<file path="src/rtl/correlation_bin_mapper.sv">
// correlation_bin_mapper
//   Turns start/stop detector events into histogram bin increments. A rising
//   edge on data_arrived qualifies one event; events whose channel pair
//   matches the selected (ch_a, ch_b) pair are mapped to a bin around CENTER,
//   buffered in a small FIFO, and replayed as an addr + mem_add strobe that
//   lasts HOLD_CYC cycles followed by one idle cycle.
//
//   Optional feature macro: CBM_STATS_EN -- when defined, drop_cnt/range_cnt
//   are live saturating counters; otherwise both are tied to zero.
//
// Ports
//   clk          : clock, rising edge
//   rst          : asynchronous active-high reset
//   start_ch     : channel code of the start event
//   end_ch       : channel code of the stop event
//   interval     : coarse delay between start and stop
//   ch_a, ch_b   : selected correlation channel pair
//   data_arrived : level qualifying the event inputs (rising edge = event)
//   addr         : histogram bin address
//   mem_add      : histogram increment strobe
//   busy         : FIFO non-empty or output FSM active
//   drop_cnt     : events lost to pair mismatch or FIFO overflow
//   range_cnt    : events whose bin fell outside the address space
module correlation_bin_mapper #(
  parameter int CH_W       = 2,
  parameter int INT_W      = 7,
  parameter int ADDR_W     = 8,
  parameter int CENTER     = 128,
  parameter int HOLD_CYC   = 6,
  parameter int FIFO_DEPTH = 4
) (
  input  logic              clk,
  input  logic              rst,
  input  logic [CH_W-1:0]   start_ch,
  input  logic [CH_W-1:0]   end_ch,
  input  logic [INT_W-1:0]  interval,
  input  logic [CH_W-1:0]   ch_a,
  input  logic [CH_W-1:0]   ch_b,
  input  logic              data_arrived,
  output logic [ADDR_W-1:0] addr,
  output logic              mem_add,
  output logic              busy,
  output logic [15:0]       drop_cnt,
  output logic [15:0]       range_cnt
);

  localparam int SW = ADDR_W + 1;
  localparam int PW = $clog2(FIFO_DEPTH);
  localparam logic [3:0]  HOLD_LOAD = 4'(HOLD_CYC - 1);
  localparam logic [PW:0] FULL_CNT  = (PW + 1)'(FIFO_DEPTH);

  typedef enum logic [1:0] {IDLE, HOLD, GAP} state_t;

  // ---------------------------------------------------------------- detect
  logic da_q;
  logic ev;

  always_ff @(posedge clk or posedge rst) begin
    if (rst) da_q <= 1'b0;
    else     da_q <= data_arrived;
  end

  assign ev = data_arrived & ~da_q;

  // -------------------------------------------------------------- classify
  logic fwd, rev, pair_ok, in_range;
  logic signed [SW-1:0] center_s, iv_s, bin;

  assign center_s = SW'(CENTER);
  assign iv_s     = SW'(interval);
  assign fwd      = (start_ch == ch_a) && (end_ch == ch_b);
  assign rev      = (start_ch == ch_b) && (end_ch == ch_a);
  assign pair_ok  = fwd | rev;

  always_comb begin
    bin = center_s;
    if (interval != '0) begin
      if (fwd)      bin = center_s + iv_s;
      else if (rev) bin = center_s - iv_s;
    end
  end

  // With interval no wider than the address, every out-of-range result
  // (negative or overflowing 2^ADDR_W-1) lands with the sign bit set.
  assign in_range = ~bin[SW-1];

  // ------------------------------------------------------------------ FIFO
  logic [ADDR_W-1:0] mem [FIFO_DEPTH];
  logic [PW-1:0]     wr_ptr, rd_ptr;
  logic [PW:0]       count;
  logic              full, empty, push, pop;

  assign full  = (count == FULL_CNT);
  assign empty = (count == '0);
  assign push  = ev & pair_ok & in_range & (~full | pop);

  always_ff @(posedge clk) begin
    if (push) mem[wr_ptr] <= bin[ADDR_W-1:0];
  end

  always_ff @(posedge clk or posedge rst) begin
    if (rst) begin
      wr_ptr <= '0;
      rd_ptr <= '0;
      count  <= '0;
    end else begin
      if (push) wr_ptr <= wr_ptr + 1'b1;
      if (pop)  rd_ptr <= rd_ptr + 1'b1;
      case ({push, pop})
        2'b10:   count <= count + 1'b1;
        2'b01:   count <= count - 1'b1;
        default: count <= count;
      endcase
    end
  end

  // ------------------------------------------------------------ output FSM
  state_t            state, state_n;
  logic [3:0]        cnt, cnt_n;
  logic [ADDR_W-1:0] addr_int, addr_n;

  always_ff @(posedge clk or posedge rst) begin
    if (rst) begin
      state    <= IDLE;
      cnt      <= '0;
      addr_int <= '0;
    end else begin
      state    <= state_n;
      cnt      <= cnt_n;
      addr_int <= addr_n;
    end
  end

  // GAP falls straight through IDLE when work is pending, so back-to-back
  // strobes are separated by exactly the single GAP cycle.
  always_comb begin
    state_n = state;
    cnt_n   = cnt;
    addr_n  = addr_int;
    pop     = 1'b0;
    case (state)
      IDLE, GAP: begin
        if (!empty) begin
          pop     = 1'b1;
          addr_n  = mem[rd_ptr];
          cnt_n   = HOLD_LOAD;
          state_n = HOLD;
        end else begin
          state_n = IDLE;
        end
      end
      HOLD: begin
        if (cnt == '0) state_n = GAP;
        else           cnt_n   = cnt - 1'b1;
      end
      default: state_n = IDLE;
    endcase
  end

  // Output stage: addr and mem_add are re-registered together, placing the
  // strobe two edges after the detecting edge and keeping addr stable for
  // the whole strobe.
  always_ff @(posedge clk or posedge rst) begin
    if (rst) begin
      mem_add <= 1'b0;
      addr    <= '0;
    end else begin
      mem_add <= (state == HOLD);
      addr    <= addr_int;
    end
  end

  assign busy = ~empty | (state != IDLE);

  // ------------------------------------------------------------ statistics
`ifdef CBM_STATS_EN
  logic drop_inc, range_inc;

  assign drop_inc  = ev & (~pair_ok | (in_range & full & ~pop));
  assign range_inc = ev & pair_ok & ~in_range;

  always_ff @(posedge clk or posedge rst) begin
    if (rst) begin
      drop_cnt  <= '0;
      range_cnt <= '0;
    end else begin
      if (drop_inc && drop_cnt != '1)   drop_cnt  <= drop_cnt + 1'b1;
      if (range_inc && range_cnt != '1) range_cnt <= range_cnt + 1'b1;
    end
  end
`else
  assign drop_cnt  = '0;
  assign range_cnt = '0;
`endif

endmodule

</file>
<file path="config.mk">
export PLATFORM = sky130hd
export DESIGN_NAME = correlation_bin_mapper
export DESIGN_NICKNAME = d
export VERILOG_FILES = /design/src/rtl/correlation_bin_mapper.sv
export SDC_FILE = /design/constraint.sdc
export NUM_CORES = 1
export LEC_CHECK = 0
export ABC_AREA = 1
export ABC_CLOCK_PERIOD_IN_PS = 5500
export CORE_MARGIN = 4
export CORE_UTILIZATION = 48
export DETAILED_ROUTE_END_ITERATION = 10
export PLACE_DENSITY = 0.79
export SETUP_SLACK_MARGIN = 0.02
export SLEW_MARGIN = 20
export SYNTH_ARGS = -nofsm -noshare
export SYNTH_HDL_FRONTEND = slang
export SYNTH_SLANG_ARGS = --single-unit
</file>
<file path="constraint.sdc">
create_clock -name clk -period 5.5 [get_ports clk]
set_clock_uncertainty 0.1 [all_clocks]
set_input_delay 0.825 -clock clk [delete_from_list [all_inputs] [get_ports clk]]
set_output_delay 0.825 -clock clk [all_outputs]
set_load 0.01 [all_outputs]
</file>
# ---- Word level (Yosys, flattened, before mapping)
# Memory sizes are Yosys's and may differ from the RTL's. A register that Yosys moved wholly into a read port is not among the register bits.
# Cells that the tools add are included.
dict set report totals {
  regBits 23
  ramBits 32
  input_bits 18
  out_inout_bits 42
  word_cells 65
  n_memories 1
}
dict set report classes {
  add_sub_neg 7
  eq_ne 12
  muxes 14
  n_bitwise 11
  n_reduce_logical 12
}
# memory words width read_ports rd_ports_with_merged_regs write_ports line_no
set memory_table {}
lappend memory_table {mem 4 8 1 1 1 88} ;# logic [ADDR_W-1:0] mem [FIFO_DEPTH];
# operator n
set op_table {}
lappend op_table {{$mux W9} 3}
lappend op_table {{$add A8 B7 Y9 const A} 1}
lappend op_table {{$sub A8 B7 Y9 const A} 1}
lappend op_table {{$eq A2 B2 Y1} 4}
lappend op_table {{$mux W4} 2}
lappend op_table {{$pmux W4 S2} 1}
lappend op_table {{$reduce_bool A7 Y1} 1}
lappend op_table {{$ne A2 B2 Y1 const B} 3}
lappend op_table {{$pmux W3 S2} 1}
lappend op_table {{$reduce_bool A2 Y1} 3}
lappend op_table {{$mux W1} 5}
lappend op_table {{$add A2 B1 Y2 const B} 2}
lappend op_table {{$and A1 B1 Y1} 4}
lappend op_table {{$eq A2 B1 Y1 const B} 2}
lappend op_table {{$eq A2 B2 Y1 const B} 2}
lappend op_table {{$logic_not A4 Y1} 1}
lappend op_table {{$not A1 Y1} 4}
lappend op_table {{$pmux W2 S2} 1}
lappend op_table {{$sub A4 B1 Y4 const B} 1}
lappend op_table {{$add A3 B1 Y3 const B} 1}
lappend op_table {{$eq A3 B3 Y1 const B} 1}
lappend op_table {{$logic_not A3 Y1} 1}
lappend op_table {{$or A1 B1 Y1} 3}
lappend op_table {{$reduce_and A3 Y1} 1}
lappend op_table {{other kinds (6)} 7}

# ---- Longest topological paths before layout
# Gate-level depths: netlist of run 1.
dict set report logic_depth {
  ltp_word 10
  ltp_mapped 16
  depth_no_buf 16
}

# ---- Worst setup path after synthesis of run 1
# No wires, ideal clock.
dict set report synth_path {
  kind {input to register}
  start {in start_ch[1]}
  end {reg count[2]}
  setup_time_ns 0.113
  arrival_time_ns 2.126
  t_required_ns 5.287
  slack_ns 3.162
  stages 16
  n_path_buf 0
  cell_sequence {inv_1 -> nand2_1 -> nand2_1 -> nor2_2 -> nand2_4 -> nand2_8 -> nand2_4 -> nand2_4 -> inv_1 -> fa_1 -> inv_1 -> nand2_2 -> nand2_1 -> nand2_1 -> nand2_1 -> inv_1}
}
dict set report synth_between {
  elab_chain_cells 10
  word_cells_on_any_way 16
  cone_classes {eq/ne: 4; mux: 4; bitwise: 5; reduce/logical: 3}
}
# element line_no
set synth_lines {}
lappend synth_lines {{start, declared} 34} ;# input logic [CH_W-1:0] start_ch,
lappend synth_lines {{$eq A2 B2 Y1} 72} ;# assign rev = (start_ch == ch_b) && (end_ch == ch_a);
lappend synth_lines {{$logic_and A1 B1 Y1} 72}
lappend synth_lines {{$mux W9} 79} ;# else if (rev) bin = center_s - iv_s;
lappend synth_lines {{$mux W9} 78} ;# if (fwd) bin = center_s + iv_s;
lappend synth_lines {{$mux W9} 77} ;# if (interval != '0) begin
lappend synth_lines {{$not A1 Y1} 85} ;# assign in_range = ~bin[SW-1];
lappend synth_lines {{$and A1 B1 Y1 * (2 in a row)} 95} ;# assign push = ev & pair_ok & in_range & (~full | pop);
lappend synth_lines {{$eq A2 B1 Y1 or $eq A2 B2 Y1 (tied branches)} 109} ;# case ({push, pop})
lappend synth_lines {{$pmux W3 S2 or $reduce_bool A2 Y1 (tied branches)} --}
lappend synth_lines {{end signal, assigned} 110} ;# 2'b10: count <= count + 1'b1;
lappend synth_lines {{end signal, assigned} 111} ;# 2'b01: count <= count - 1'b1;
lappend synth_lines {{end signal, assigned} 112} ;# default: count <= count;
lappend synth_lines {{end, declared} 90} ;# logic [PW:0] count;
# Every way passes the cells marked *; elsewhere a longest branch is shown, timed or not.
# A chain may end at the register's enable or synchronous reset.

# ---- Worst setup path after layout of run 1
dict set report layout_path {
  start {in start_ch[1]}
  end {mem mem[3][0], enable pin}
}
dict set report layout_between {
  elab_chain_cells 10
  word_cells_on_any_way 14
  cone_classes {eq/ne: 2; mux: 5; bitwise: 5; reduce/logical: 2}
}
# element line_no
set layout_lines {}
lappend layout_lines {{$eq A2 B2 Y1} 72}
lappend layout_lines {{$logic_and A1 B1 Y1} 72}
lappend layout_lines {{$mux W9} 79}
lappend layout_lines {{$mux W9} 78}
lappend layout_lines {{$mux W9} 77}
lappend layout_lines {{$not A1 Y1} 85}
lappend layout_lines {{$and A1 B1 Y1 * (2 in a row)} 95}
lappend layout_lines {{$mux W1 *} 98} ;# if (push) mem[wr_ptr] <= bin[ADDR_W-1:0];
lappend layout_lines {{$mux W1 (not written as such) *} 98}
lappend layout_lines {{end, declared} 88}
# Marks and branches as above.

==> results.py, run 1 <==
metrics = {
    "clocking": {
        "cts_tree": "yes",
        "cts_resized": 0,
        "clk_pin_slew_ns": 0.07,
        "root_buffer": "clkbuf_8",
        "worstSkewPairLatency_ns": 0.33,
        "cts_sinks": 63,
        "cts_buffers": 9,
        "cts-hold-fix-buffers": 0,
        "clockBufferDepth": 2,
        "post_cts_buffers": 0,
        "h-tree-depth": 3,
    },
    "sta": {
        "max_slew_margin_pct": 47.41,
        "worstMarginPinSlew_ns": 0.7860,
        "period_needed_ns": 2.745,
        "finalSetupTns_ns": 0,
        "setup_viol": 0,
        "drv_slew": 0,
        "hold_viol": 0,
        "final.period_utilization_pct": 49.91,
        "rsz0062_at_grt": "false",
        "fmax_mhz": 364.3,
    },
    "synthesis": {
        "ys_types": 30,
        "syn_area_sq_um": 3124,
        "syn_area_per_cell_sq_um": 9.673,
        "ys_ff_latch": 63,
        "ys.flop_type": "edfxtp_1",
        "yosysSeqAreaShare_pct": 55.59,
        "syn_inst": 323,
        "synth-edff-count": 32,
        "ys_async_sr_fraction_pct": 49.21,
        "synth_warnings": 0,
    },
    "worst_setup_path": {
        "cp_max_fo": 8,
        "worstSetupEndpointType": "flop",
        "startpoint": "start_ch[1]",
        "critPathBufInv": 2,
        "reg2reg_depth": 6,
        "cp_slowest_cell": "nor2_1",
        "cp_cell_sequence": "clkdlybuf4s50_1 -> inv_1 -> nand2_1 -> nand2_1 -> nor2_2 -> nand2_4 -> nand2_8 -> o211ai_4 -> nor2_1",
        "r2r-start": "count[0]",
        "critPathKind": "in2reg",
        "max_stage_delay_ns": 0.62,
        "critical_path.startpoint_type": "input port",
        "rrSetupSlack_ns": 3.32,
        "worstPathArrival_ns": 2.60,
        "cp_common_cell": "nand2_1",
        "r2r_end": "mem[3][0]",
        "crit_required_ns": 5.36,
        "cpLargestDelayFamily": "simple AND/OR/NAND/NOR gates",
    },
    "global_route": {
        "grt_max_degree": 32,
        "antenna_found_initial": 0,
        "grt_first_pass_wirelength_mm": 9.163,
        "grt_pass1_vias": 2075,
        "track_usage_pct": 15.35,
        "overflow": 0,
    },
    "min_path": {
        "hold_class": "reg2reg",
        "min_to": "addr[1]",
        "min_path_cells": 0,
        "min_from": "addr_int[1]",
    },
    "outcome": {
        "outcome": "complete, no violations",
    },
    "finish": {
        "stdcell_count": 438,
        "final_common_cell": "nor2_1",
        "post_route_cells_drive_above_1_share_pct": 9.972,
        "final_cell_mix": "nor2_1, nand2_1, inv_1, conb_1, edfxtp_1",
        "antenna_cells": 0,
        "stdcell_area_sq_um": 3583,
        "areaGrowthSynthToFinish_pct": 14.70,
        "final_util_pct": 56.43,
        "layout.nets": 381,
    },
    "route": {
        "vias_per_cell": 4.660,
        "firstDrtPassIters": 4,
        "route.detailed.drc": 0,
        "totalWireLength_mm": 5.471,
        "drtIter0Drc": 111,
        "vias": 2041,
        "avgRoutedWirePerCell_um": 12.49,
        "drt.antenna.violating_nets": 0,
    },
    "flow_run": {
        "max_cap_violations": 0,
    },
    "floorplanning": {
        "dieArea_sq_um": 7863,
        "io_pins": 60,
        "start_util_pct": 49.20,
        "die_y_um": 88.68,
        "core_sq_um": 6350,
        "fp.dieW_um": 88.68,
        "rows": 29,
    },
    "power_and_ir_drop": {
        "p_per_area_nw_per_um2": 472.5,
        "peakVddDrop_mv": 0.3071,
        "p_leak_uw": 0.001616,
    },
    "placement": {
        "io_buffers": 27,
        "routabilityCongestion": 0.7728,
        "dp_cells": 422,
        "dpl_cell_area_sq_um": 3351,
        "dpl.hpwl_mm": 4.142,
    },
}
-- worst max path at each step --
stage | endpoint | cells after the start
floorplan | count[2] | 16
global placement | mem[3][0] | 9
detailed placement | mem[3][0] | 9
CTS | mem[3][0] | 9
global route | mem[3][0] | 9
finish | mem[3][0] | 9
-- layout make-up --
cell class              count  area (sq um)
fillers                   531          2766
flip-flops and latches     63          1737
multi-input cells         215          1091
repair buffers             28         277.8
clock buffers              13         168.9
inverters                  39         148.9
well taps                  77         96.34
clock inverters             3         63.81
-- routing by layer --
metal  up-vias  track usage [%]  wire (um)  share of wire (%)
met1       950            18.14       2391                 44
met3         6            4.842        258                4.7
met5         -                0          0                  0
met2        46            26.05       2757                 50
li1       1039                -          -                  -
met4         0            5.907         63                1.2
-- report_power, final --
group	leakage, uW	switching, uW	internal, uW
clock network	0.000117	166	291
logic	0.000856	322	218
registers	0.000643	84.0	611
-- kinds of logic after synthesis --
logic type,Yosys count,synth area share [%]
AO/OA/AOI/OAI,45,8.250
buffers and inverters,76,13.22
AND/OR/NAND/NOR,128,18.94
flip-flops,63,55.59
adder cells (fa/ha/maj),7,3.044
XOR/XNOR,3,0.8412
other,1,0.1200
-- registers in the layout (all words and copies together), names as in the netlist --
register  flops
state         2
rd_ptr        2
addr          8
wr_ptr        2
mem          32
da_q          1
mem_add       1
addr_int      8
cnt           4
count         3
-- cells in the mapped netlist (2+ instances only) --
master	instances	area share (%)
inv_1	34	4.1
nor2_2	2	0.40
inv_2	4	0.48
nand3_1	6	0.96
ha_1	6	2.4
a31oi_1	8	1.6
nor2_1	63	7.6
nand2_2	4	0.80
o21ai_0	24	3.8
nand2_1	43	5.2
o21ai_1	3	0.48
buf_4	32	7.7
nand2_4	4	1.4
nor3_1	2	0.32
dfrtp_1	31	25
edfxtp_1	32	31
xor2_1	3	0.84
buf_2	4	0.64
a21oi_1	7	1.1
-- stage by stage --
stage	total power [uW]	setup slack, ns	hold WS [ns]
floorplan	1086	3.162	0.2543
global placement	1211	2.425	0.2597
detailed placement	1251	2.359	0.2633
CTS	1709	2.722	0.2783
global route	1814	2.602	0.2982
finish	1693	2.755	0.2768
Power figures use the tool's default switching activity.
==> inputs of run 2 (changes only) <==
--- a/config.mk
+++ b/config.mk
@@ -6,11 +6,11 @@
 export NUM_CORES = 1
 export LEC_CHECK = 0
 export ABC_AREA = 1
-export ABC_CLOCK_PERIOD_IN_PS = 5500
+export ABC_CLOCK_PERIOD_IN_PS = 2300
 export CORE_MARGIN = 4
-export CORE_UTILIZATION = 48
+export CORE_UTILIZATION = 47
 export DETAILED_ROUTE_END_ITERATION = 10
-export PLACE_DENSITY = 0.79
+export PLACE_DENSITY = 0.8
 export SETUP_SLACK_MARGIN = 0.02
 export SLEW_MARGIN = 20
 export SYNTH_ARGS = -nofsm -noshare
==> constraint.sdc (replaced) <==
create_clock -name clk -period 2.3 [get_ports clk]
set_clock_uncertainty 0.1 [all_clocks]
set_input_delay 0.345 -clock clk [delete_from_list [all_inputs] [get_ports clk]]
set_output_delay 0.345 -clock clk [all_outputs]
set_load 0.01 [all_outputs]
==> run 2 against run 1 <==
  * Power rose by 140%
  * Via count grew 2.0%
  * Cell count increased by 1.8%
  * Highest routed layer unchanged
==> results.py, run 2 (synthesis gave the netlist of run 1 again) <==
metrics = {
    "outcome": {
        "outcome": "complete, no violations",
    },
    "worst_setup_path": {
        "critPathKind": "reg2out",
        "cp_max_fo": 3,
        "cp_common_cell": "nand2_1",
        "cp_cell_sequence": "nor2_2 -> nand2_1 -> nor2_1 -> nand2_1 -> clkdlybuf4s50_1",
        "critical_path.startpoint_type": "flop",
        "max_stage_delay_ns": 0.48,
        "worstPathArrival_ns": 1.67,
        "cp_slowest_cell": "clkdlybuf4s50_1",
        "worstSetupEndpointType": "output pin",
        "cpLargestDelayFamily": "buffers and inverters",
        "crit_required_ns": 1.86,
        "critPathBufInv": 1,
    },
    "finish": {
        "regMostFlops": "mem",
        "largestRegisters": "mem (32), addr (8), addr_int (8)",
        "areaGrowthSynthToFinish_pct": 16.38,
        "post_route_cells_drive_above_1_share_pct": 12.74,
        "stdcell_count": 446,
        "layout.nets": 389,
        "stdcell_area_sq_um": 3636,
        "final_util_pct": 56.94,
        "final_common_cell": "nor2_1",
        "final_cell_mix": "nor2_1, nand2_1, inv_1, conb_1, edfxtp_1",
        "largest_reg_flops": 32,
        "antenna_cells": 0,
    },
    "sta": {
        "hold_viol": 0,
        "rsz0062_at_grt": "false",
        "max_slew_margin_pct": 60.01,
        "period_needed_ns": 2.118,
        "final.period_utilization_pct": 92.10,
        "worstMarginPinSlew_ns": 0.5998,
        "fmax_mhz": 472.1,
        "setup_viol": 0,
        "finalSetupTns_ns": 0,
        "hold_ws_ns": 0.2810,
        "drv_slew": 0,
    },
    "clocking": {
        "post_cts_buffers": 0,
        "clk_pin_slew_ns": 0.07,
        "clockBufferDepth": 2,
        "root_buffer": "clkbuf_8",
        "h-tree-depth": 3,
        "worstSkewPairLatency_ns": 0.34,
        "cts_buffers": 9,
        "cts_tree": "yes",
        "cts_sinks": 63,
    },
    "route": {
        "route.detailed.drc": 0,
        "totalWireLength_mm": 5.369,
        "vias_per_cell": 4.668,
        "firstDrtPassIters": 4,
        "vias": 2082,
        "drt.antenna.violating_nets": 0,
        "avgRoutedWirePerCell_um": 12.04,
        "drtIter0Drc": 63,
    },
    "global_route": {
        "grt_max_degree": 32,
        "antenna_found_initial": 0,
        "grt_pass1_vias": 2051,
        "track_usage_pct": 14.71,
        "overflow": 0,
        "grt_first_pass_wirelength_mm": 8.838,
    },
    "floorplanning": {
        "fp.dieW_um": 89.53,
        "dieArea_sq_um": 8016,
        "io_pins": 60,
        "core_sq_um": 6386,
        "rows": 29,
        "start_util_pct": 48.92,
        "die_y_um": 89.53,
    },
    "placement": {
        "dpl_cell_area_sq_um": 3411,
        "io_buffers": 27,
        "routabilityCongestion": 0.8207,
        "dpl.hpwl_mm": 4.140,
        "dp_cells": 430,
    },
    "power_and_ir_drop": {
        "p_leak_uw": 0.001655,
        "p_per_area_nw_per_um2": 1097,
        "peakVddDrop_mv": 0.7248,
    },
    "flow_run": {
        "max_cap_violations": 0,
    },
    "min_path": {
        "hold_class": "in2async",
    },
}
[run 2: path summary, 6_finish.rpt]
path	end	slack (ns)	start	cells past startpoint
max	busy	0.18	count[1]	5
min	addr[2]	0.28	rst	3
max reg2reg	count[2]	0.31	count[1]	13
min reg2reg	addr[3]	0.28	addr_int[3]	0
max in group asynchronous	addr[4]	1.52	rst	3
min in group clk	addr[3]	0.28	addr_int[3]	0
[run 2: metal layers]
| metal | global-route usage (%) | routed length, um | part of all wire, % |
|---|---|---|---|
| met1 | 15.93 | 2179 | 41 |
| met2 | 26.52 | 2763 | 51 |
| met3 | 3.871 | 325 | 6.1 |
| met4 | 7.037 | 100 | 1.9 |
| met5 | 0 | 0 | 0 |
[run 2: report_power, final]
group | leakage [uW] | switching, uW | internal (uW)
Combinational | 0.000896 | 750 | 535
Sequential | 0.000643 | 206 | 1460
Clock | 0.000116 | 435 | 602
[run 2: what timing repair did]
item | CTS | global route
gates resized for setup | 0 | 1
endpoints found under the setup margin | 0 | 1
hold buffers | 0 | 0
[run 2: final cells by class]
| type | instances | area [sq um] |
|---|---|---|
| sequential | 63 | 1737 |
| clock inverter | 5 | 60.06 |
| inverter | 39 | 148.9 |
| timing repair buffer | 36 | 337.8 |
| fill | 566 | 2750 |
| clock buffer | 11 | 162.7 |
| tap | 77 | 96.34 |
| multi-input combinational | 215 | 1094 |
[run 2: per-stage QoR]
step	worst slack [ns]	total power, uW
after floorplan	0.4417	2597
final	0.1817	3990
after global routing	0.04669	4288
after CTS	0.1282	4030
after detailed placement	-0.1279	2991
after global placement	-0.05133	2907
[run 2: worst min-delay path, delay by kind of cell]
family,cells,cell delay (ns)
buffers and inverters,3,0.80
==> inputs of run 3 (changes only) <==
--- a/config.mk
+++ b/config.mk
@@ -16,3 +16,4 @@
 export SYNTH_ARGS = -nofsm -noshare
 export SYNTH_HDL_FRONTEND = slang
 export SYNTH_SLANG_ARGS = --single-unit
+export TNS_END_PERCENT = 50
==> results of run 3 <==
The final DEF is identical to that of run 2; final timing and power are the same.
==> variant, RTL diff (config.mk and constraints of run 2) <==
Put a register stage on the output `busy`, with the module's reset. The value now appears one clock later. The other outputs are not delayed to match.
--- a/src/rtl/correlation_bin_mapper.sv
+++ b/src/rtl/correlation_bin_mapper.sv
@@ -171,5 +171,11 @@
   end
 
-  assign busy = ~empty | (state != IDLE);
+  always_ff @(posedge clk or posedge rst) begin
+    if (rst) begin
+      busy <= '0;
+    end else begin
+      busy <= ~empty | (state != IDLE);
+    end
+  end
 
   // ------------------------------------------------------------ statistics
Formal check against the unedited RTL: not equivalent (Yosys sat finds a counterexample within 4 cycles, from zero or initial values and one cycle with rst high).
==> variant against run 2 <==
First-iteration DRC count rose to 3.4 times the old value; core utilization rose by 0.24 points; synthesized area down 0.80%; combinational power grew 3%; setup slack improved by 0.054 ns; power shrank 2.2%; sequential cell count up 1; routed wire length grew 2.2%; final cell count rose by 1.3%; cell area grew 0.41%; largest power group unchanged.
==> variant: results (changes against run 2) <==
| Metric | Value |
|---|---|
| DRT iter0 DRCs | 212 (was 63) |
| Max VDD drop | 0.670 mV (was 0.725 mV) |
| R2R setup slack | 0.37 ns (was 0.31 ns) |
| Gr usage total | 14.8% (was 14.7%) |
| Max reg flops | 32 (unchanged) |
| Syn. warnings | 0 (unchanged) |
| CTS Buf Count | 9 (unchanged) |
| Placed inst area | 3460 µm² (was 3410 µm²) |
| Area contributors post-synth | edfxtp_1, dfrtp_1, buf_4 (unchanged) |
| Synth cell count leaders | nor2_1, nand2_1, inv_1 (was nor2_1, nand2_1, inv_1, buf_4, edfxtp_1) |
| Register area share after synthesis | 56.8% (was 55.6%) |
| Initial antenna violation count | 0 (unchanged) |
| Status | finished, final reports clean (unchanged) |
| Biggest regs | mem: 32 flops, addr: 8 flops, addr_int: 8 flops (unchanged) |
| Hold Path Stages | 0 |
| Gpl congestion | 0.829 (was 0.821) |
| Leakage | 1.66 nW (was 1.65 nW) |
| Crit-path max FO | 3 (unchanged) |
| Detailed Routing Iterations Pass 1 | 4 (unchanged) |
| Post-CTS setup buffers | 0 (unchanged) |
| Largest net degree at the start of global routing | 33 (was 32) |
| Inserted Diodes | 0 (unchanged) |
| Clock latency on the worst-skew pair | 0.34 ns (about the same) |
| DR WL/cell | 12.1 µm (was 12.0 µm) |
| Slew @ Worst Pin | 0.747 ns (was 0.600 ns) |
| H-tree levels | 3 (unchanged) |
| DR vias/cell | 4.78 (was 4.67) |
| Post-synth ARST share | 50.0% (was 49.2%) |
| Vias in the first global route | 2012 (was 2051) |
| Nets | 395 (was 389) |
| Critical Path AT | 2.19 ns (was 1.67 ns) |
| Post-DP HPWL | 3.86 mm (was 4.14 mm) |
| Fillers | 553 (was 566) |
| Distinct cells, synth | 32 (was 30) |
| CTS Buffer Depth | 2 (unchanged) |
| Hold path start | addr_int[5]$_DFFE_PP0P_ |
| Worst hold path class | flip-flop to flip-flop (was input port to asynchronous set/reset pin) |
| Most used DFF post-synth | edfxtp_1 (unchanged) |
| Fraction of layout cells with a size suffix above 1 | 13.3% (was 12.7%) |
| First-pass GRT wire length | 8.80 mm (was 8.84 mm) |
| R2r endpoint | count[2]$_DFFE_PP0P_ (unchanged) |
| Net Sw Frac | 34.4% (was 34.9%) |
| Clk pin slew, worst setup/hold paths | 0.07 ns (about the same) |
## variant: cell types whose count changed after synthesis, moves of 2 or more
| cell | delta |
|---|---|
| inv_2 | -2 |
| nand2_1 | +2 |
| nand3_1 | -2 |
| o21ai_1 | -3 |
| o21ai_0 | -3 |
| nand2_4 | -2 |
| nor3_1 | +2 |
## variant: kinds of logic (layout without fill, tap and decap cells)
logic type,after synthesis,in the layout,synth area share (%)
simple gates,132,132,18.8
buf+inv,72,97,12.8
flops,64,64,56.8
compound gates,40,40,7.59
fa+ha+maj,7,7,3.07
xor+xnor,3,3,0.848
other cells,1,32,0.121
## variant: per-layer routing
layer	up-vias	part of all wire, %	global-route usage (%)
met4	0	1.9	7.85
li1	1071	-	-
met1	992	44	18.4
met3	10	6.9	4.06
met2	89	47	23.6
met5	-	0	0
## variant: worst max-delay path by stage
stage | from | to | slack (ns) | depth (start not counted)
after CTS | start_ch[1] | count[2]$_DFFE_PP0P_ | 0.24 | 17
after global placement | ch_b[1] | count[2]$_DFFE_PP0P_ | -0.05 | 17
final | ch_a[0] | count[2]$_DFFE_PP0P_ | 0.24 | 17
after detailed placement | start_ch[1] | count[2]$_DFFE_PP0P_ | -0.11 | 17
after global routing | start_ch[1] | count[2]$_DFFE_PP0P_ | 0.04 | 17
after floorplan | start_ch[1] | count[2]$_DFFE_PP0P_ | 0.46 | 16
## variant: per-stage QoR
stage / cells / setup WS, ns / setup TNS [ns] / hold slack, ns
after floorplan: 350 / 0.458 / 0 / 0.254
after global placement: 436 / -0.0469 / -0.222 / 0.261
after detailed placement: 436 / -0.108 / -0.371 / 0.264
after CTS: 452 / 0.240 / 0 / 0.277
after global routing: 452 / 0.0416 / 0 / 0.290
final: 452 / 0.235 / 0 / 0.273
## variant: final cells by class
cell class	count	area [µm²]	area share, %
inverters	35	131	3.60
well taps	77	96.3	2.64
clock inverters	4	45.0	1.23
multi-input cells	214	1060	29.0
flip-flops and latches	64	1760	48.3
repair buffers	46	413	11.3
clock buffers	12	145	3.98
## variant: power groups by stage
stage	Clock (mW)	Sequential [mW]	Combinational (mW)
6_report	0.922	1.65	1.33
5_1_grt	0.989	1.68	1.51
4_1_cts	0.933	1.65	1.33
3_5_place_dp	0	1.67	1.32
3_3_place_gp	0	1.65	1.26
2_1_floorplan	0	1.65	0.926
## variant: critical path, cell delays in order
cell	delay (ns)
clkdlybuf4s50_1	0.50
inv_1	0.07
nand2_1	0.06
nand2_1	0.05
nor2_1	0.12
nand2_2	0.11
nand2_8	0.09
nand2_2	0.06
nand2_4	0.06
inv_1	0.05
fa_1	0.37
inv_1	0.08
nand2_2	0.06
nand2_1	0.06
nand2_1	0.04
nand2_1	0.05
inv_1	0.04
